===== config.mk =====
export PLATFORM = sky130hd
export DESIGN_NAME = gray_to_binary_tracker
export DESIGN_NICKNAME = d
export VERILOG_FILES = /design/src/rtl/gray_to_binary_tracker.sv
export SDC_FILE = /design/constraint.sdc
export NUM_CORES = 1
export LEC_CHECK = 0
export ABC_AREA = 1
export BUFFER_PORTS_ARGS = -buffer_cell sky130_fd_sc_hd__buf_4
export CORE_MARGIN = 8
export CORE_UTILIZATION = 48
export DETAILED_ROUTE_END_ITERATION = 6
export GPL_TIMING_DRIVEN = 0
export PLACE_DENSITY = 0.78
export SLEW_MARGIN = 20
export SYNTH_ARGS = -nofsm -noshare
export SYNTH_HDL_FRONTEND = slang
export SYNTH_SLANG_ARGS = --single-unit

===== constraint.sdc =====
create_clock -name clk -period 1.6 [get_ports clk]
set_clock_uncertainty 0.15 [all_clocks]
set_input_delay 0.32 -clock clk [delete_from_list [all_inputs] [get_ports clk]]
set_output_delay 0.32 -clock clk [all_outputs]
set_load 0.02 [all_outputs]

===== src/rtl/gray_to_binary_tracker.sv =====
// Gray-coded counter receiver: two-stage Gray-to-binary decode and a step monitor.
// It flags counter wrap and illegal jumps, and keeps a saturating count of illegal jumps.
module gray_to_binary_tracker #(
    parameter int WIDTH     = 4,
    parameter int ERR_CNT_W = 8
) (
    input  logic                 clk,
    input  logic                 rst,
    input  logic                 in_valid,
    input  logic [WIDTH-1:0]     gray_in,
    output logic                 out_valid,
    output logic [WIDTH-1:0]     binary_out,
    output logic                 wrap,
    output logic                 step_err,
    output logic                 locked,
    output logic [ERR_CNT_W-1:0] err_count
);

    typedef enum logic {
        SEED  = 1'b0,
        TRACK = 1'b1
    } state_t;

    state_t           state, state_nxt;

    logic [WIDTH-1:0] gray_p1;
    logic             vld_p1;
    logic [WIDTH-1:0] bin_p1;
    logic [WIDTH-1:0] ref_p2;
    logic [WIDTH-1:0] ref_inc;
    logic             is_hold;
    logic             is_inc;
    logic             wrap_nxt;
    logic             err_nxt;

    function automatic logic [WIDTH-1:0] gray2bin(input logic [WIDTH-1:0] g);
        logic [WIDTH-1:0] b;
        b[WIDTH-1] = g[WIDTH-1];
        for (int i = WIDTH - 2; i >= 0; i--) begin
            b[i] = b[i+1] ^ g[i];
        end
        return b;
    endfunction

    function automatic logic [ERR_CNT_W-1:0] sat_inc(input logic [ERR_CNT_W-1:0] c);
        return (&c) ? c : c + ERR_CNT_W'(1);
    endfunction

    // Stage 1: capture the incoming Gray sample
    always_ff @(posedge clk) begin
        if (rst) begin
            vld_p1 <= 1'b0;
        end else begin
            vld_p1 <= in_valid;
        end
        if (in_valid) begin
            gray_p1 <= gray_in;
        end
    end

    // Decode plus step classification against the stored reference
    always_comb begin
        state_nxt = state;
        wrap_nxt  = 1'b0;
        err_nxt   = 1'b0;
        bin_p1    = gray2bin(gray_p1);
        ref_inc   = ref_p2 + WIDTH'(1);
        is_hold   = (bin_p1 == ref_p2);
        is_inc    = (bin_p1 == ref_inc);
        if (vld_p1) begin
            case (state)
                SEED: begin
                    state_nxt = TRACK;
                end
                TRACK: begin
                    wrap_nxt = is_inc && (&ref_p2);
                    err_nxt  = !(is_hold || is_inc);
                end
                default: begin
                    state_nxt = SEED;
                end
            endcase
        end
    end

    always_ff @(posedge clk) begin
        if (rst) begin
            state <= SEED;
        end else begin
            state <= state_nxt;
        end
    end

    assign locked = (state == TRACK);

    // Stage 2: registered decode result and flags; illegal steps also resync the reference
    always_ff @(posedge clk) begin
        if (rst) begin
            out_valid  <= 1'b0;
            binary_out <= '0;
            wrap       <= 1'b0;
            step_err   <= 1'b0;
            ref_p2     <= '0;
            err_count  <= '0;
        end else begin
            out_valid <= vld_p1;
            wrap      <= wrap_nxt;
            step_err  <= err_nxt;
            if (vld_p1) begin
                binary_out <= bin_p1;
                ref_p2     <= bin_p1;
                if (err_nxt) begin
                    err_count <= sat_inc(err_count);
                end
            end
        end
    end

endmodule


* Word level (Yosys, flattened, before mapping) *
Index checks and enable logic that the tools add are counted.
W data, S select, Z words.

cells by class
  $add $sub $neg = 2
  multipliers = 0
  divide/modulo/power cells = 0
  order comparisons = 0
  equal/unequal tests = 2
  shifts and indexed selects = 0
  mux-type cells = 2
  bitwise gates (word level) = 6
  reduce and logical (&&, ||, !) cells = 7

operators with widths
  kind                   number
  $add A8 B1 Y8 const B  1
  $eq A4 B4 Y1           2
  $reduce_and A8 Y1      1
  $add A4 B1 Y4 const B  1
  $reduce_and A4 Y1      1
  $not A1 Y1             3
  $reduce_and A3 Y1      1
  $reduce_or A3 Y1       1
  $xor A1 B1 Y1          3
  $mux W1                2
  $logic_and A1 B1 Y1    1
  $logic_not A1 Y1       1
  $logic_or A1 B1 Y1     1

word-level totals
  bits in registers = 21
  bits in latches = 0
  bits in writable memories = 0
  bits in read-only memories = 0
  bits of input ports = 7
  output and inout port bits = 16
  word-level logic and storage cells = 27
  memories kept = 0

* Depth between registers and ports, before layout *
  depth in word-level cells = 9
  depth in mapped cells = 14
  gate-level depth less buffers = 14

* Least setup slack after synthesis *
No wires, ideal clock.

  path type = reg-to-reg
  from = register err_count[1]
  to = register err_count[3]
  setup time = 71 ps
  data arrival time = 1579 ps
  required time = 1379 ps
  path slack = -200 ps
  cell stages (with the launch flop) = 8
  clock period less this slack = 1800 ps
  cell sequence = dfxtp_1 -> ha_1 -> nand2_1 -> nor2_1 -> nand3_1 -> nand4_4 -> nand2_1 -> a21oi_1

between the ends
  cells in the longest elaborated chain, start to end = 3
  elaborated cells on any way between the ends = 4
  classes of those cells = 1 x add/sub; 1 x bitwise; 2 x reduce/logical

RTL lines
  item                                                   RTL line  source
  start, declared                                        16        output logic [ERR_CNT_W-1:0] err_count
  start signal, assigned                                 113       err_count <= sat_inc(err_count);
  branches (longest 3 deep; another with $add A8 B1 Y8)  n/a

Parallel ways; which one is timed is not known.
A chain may end at the register's enable or synchronous reset.

* Worst setup path in the final report *
  from = register gray_p1[3]
  to = register err_count[5]

between the ends
  cells in the longest elaborated chain, start to end = 9
  elaborated cells on any way between the ends = 10
  classes of those cells = 2 x eq/ne; 2 x mux; 3 x bitwise; 3 x reduce/logical

RTL lines
  item                                    RTL line  source
  start, declared                         26        logic [WIDTH-1:0] gray_p1;
  start signal, assigned                  57        gray_p1 <= gray_in;
  $xor A1 B1 Y1 (3 in a row)              40        b[i] = b[i+1] ^ g[i];
  $eq A4 B4 Y1, on equally long branches  68, 69
  $logic_or A1 B1 Y1 (*)                  77        err_nxt = !(is_hold || is_inc);
  $logic_not A1 Y1 (*)                    77
  $mux W1 (*)                             71        case (state)
  $mux W1 (*)                             70        if (vld_p1) begin
  $reduce_and A3 Y1 (no source line) (*)  n/a

Mark *: on every way between the ends. The rest lies on a longest branch, timed or not.

==> results_dict.tcl <==
set metrics [dict create \
    layout_common_cells "33 x nand2_1, 26 x buf_4, 17 x inv_1" \
    startpoint_type "flop" \
    failed_checks "setup timing" \
    timing_hold_violations_final 0 \
    place.gp.congestion 0.869 \
    cp-end-kind "flop" \
    leakage_nw 0.692 \
    path_common_cell "nand2_1" \
    synth_area_leader_cell "dfxtp_1" \
    synth.area.mux_share_pct 0 \
    setup_slack_ns -0.352 \
    place_area_sq_um 1430 \
    grt_pass1_wl_um 4520 \
    slew_violations 0 \
    final_core_util_pct 62.0 \
    htreeDepth 1 \
    antenna_found_initial 0 \
    rsz0062_at_grt "yes" \
    cp_cell_sequence "nand2_1 -> nand3_4 -> nand2_4 -> nand2_1 -> nand3_2 -> nand2_4 -> buf_4 -> nand2_8 -> nand4_2 -> nand2_1 -> a21oi_1" \
    seq_area_frac_synth_pct 38.1 \
    core_area_sq_um 2430 \
    crit_arrival_ns 1.98 \
    maxCapViolCount 0 \
    routed_wl_um 2790 \
    place_ws_ns -0.255 \
    slew_headroom_pct 71.1 \
    synth_top_area_share_pct 28.1 \
    grt_pass1_vias 1075 \
    crit_fanout 10 \
    grt_max_degree 12 \
    place_hpwl_um 2080 \
    finalCritPeriodShare_pct 122 \
    drive_gt1_share_pct 32.6 \
    num_rows 18 \
    route.vias.total 1139 \
    period_needed_ns 1.95 \
    ys_types 27 \
    cts.path.max_buffers 2 \
    holdBufCountCts 0 \
    grt_use_total_pct 12.8 \
    cp.buffers_inverters 1 \
    final_area_sq_um 1510 \
    synth_top_family_by_area "simple AND/OR/NAND/NOR gates" \
    die_height_um 66.2 \
    portBuffers 22 \
    synthCells 153 \
    wire_per_inst_um 13.0 \
    clk_pin_slew_worst_paths_ns 0.12 \
    synth_fa_ha_area_share_pct 2.07 \
    worstHoldPathType "in2reg" \
    critPathRequiredTime_ns 1.63 \
    synth_compound_area_share_pct 6.20 \
    numCtsBuffers 3 \
    max_stage_delay_ns 0.49 \
    worstMarginPinSlew_ns 0.434 \
    drc 0 \
    slowest_stage "edfxtp_1" \
    peakVddDrop_uv 547 \
    fp.dieW_um 66.2 \
    critPathTopFamily "simple AND/OR/NAND/NOR gates" \
    max_freq_mhz 512 \
    start_util_pct 49.7 \
    yosysWarningCount 0 \
    syn_area_per_cell_sq_um 7.91 \
    drt_pass1_iterations 4 \
    whs_ns 0.0407 \
    ant_nets 0 \
    synth_xor_xnor_area_share_pct 3.62 \
    yosys.area_share.simple_pct 43.8 \
    insertedDiodeCount 0 \
    grt_overflow 0 \
    power_density_nw_per_um2 750 \
    postSynthNetCount 162 \
    ios 23 \
    ys_seq_elements 21 \
    cts_tree "done" \
    cts_sinks 21 \
    outcome "complete, but fails checks" \
    dieArea_sq_um 4380 \
    clockRootBuffer "clkbuf_4" \
    routed_via_density 5.32 \
    netlist_area_sq_um 1210 \
    final_nets 194 \
    setup_viol 10 \
    worstSetupPathType "reg2reg" \
    synthTopCellsByArea "dfxtp_1 28%, nand2_1 10%, edfxtp_1 9.9%" \
    first_iter_violations 66 \
    clk_latency_ns 0.29 \
    final_common_cell "nand2_1" \
    syn_to_final_growth_pct 24.7 \
]
==> where the power goes <==
| group | switching (W) | internal [W] |
|---|---|---|
| registers | 0.0000284 | 0.000561 |
| clock network | 0.000159 | 0.0000969 |
| logic | 0.000177 | 0.000109 |
==> stage by stage <==
stage | power (W) | setup TNS (ns) | cells
after floorplan | 0.000792 | -0.342 | 153
after global placement | 0.000850 | -1.47 | 205
after detailed placement | 0.000859 | -2.11 | 205
after CTS | 0.00112 | -2.15 | 211
after global routing | 0.00119 | -4.17 | 214
final | 0.00113 | -3.04 | 214
==> cells by family (layout without fill, tap and decap cells) <==
family	count (synthesis)	in the layout
AO/OA/AOI/OAI	15	15
XOR/XNOR	5	5
adder cells (fa/ha/maj)	2	2
buffers and inverters	20	50
flip-flops	21	21
AND/OR/NAND/NOR	90	91
==> routing by layer <==
metal,GRT usage (%),share of wire (%)
met1,14.9,44
met4,6.67,1.8
met5,0,0
met2,21.6,50
met3,2.54,3.9
==> registers in the layout, summed over array words and instances, names as in the netlist <==
signal / flops
gray_p1: 4
out_valid: 1
step_err: 1
err_count: 8
locked: 1
ref_p2: 4
vld_p1: 1
wrap: 1
==> worst reg2reg max path: cells and delay by family, from the launching register on <==
family / cells / cell delay, ns
compound gates: 1 / 0.06
buf+inv: 1 / 0.15
flops: 1 / 0.49
simple gates: 9 / 1.00
==> synthesized netlist by cell type, drive strengths merged <==
| cell | count |
|---|---|
| ha | 2 |
| nor2 | 17 |
| clkbuf | 1 |
| a21oi | 10 |
| xor2 | 3 |
| dfxtp | 17 |
| edfxtp | 4 |
| inv | 18 |
| or2 | 1 |
| nor3 | 2 |
| nand3 | 18 |
| nand4 | 7 |
| nand2 | 44 |
| nand3b | 1 |
| o21ai | 5 |
| xnor2 | 2 |
| clkinv | 1 |
==> cell type report <==
type	count	area (sq um)
buffer	1	3.75
fill	222	923
clock buffer	4	26.3
multi-input combinational	113	707
sequential	21	468
timing repair buffer	26	195
tap	30	37.5
inverter	19	71.3
==> repair_timing <==
| item | CTS | global route |
|---|---|---|
| setup endpoints to repair | 10 | 11 |
| pin swaps | 2 | 7 |
| buffers inserted | 1 | 3 |
| cloned | 1 | 0 |
| gates resized for setup | 1 | 3 |
==> final timing paths <==
kind                startpoint           end  slack (ns)  cells after the start
setup / recovery    gray_p1[3]  err_count[5]       -0.35                     11
hold / removal      gray_in[1]    gray_p1[1]        0.04                      1
setup reg to reg    gray_p1[3]  err_count[5]       -0.35                     11
hold reg to reg   err_count[1]  err_count[1]        0.36                      2
No activity file was read; power rests on OpenSTA's default activity.
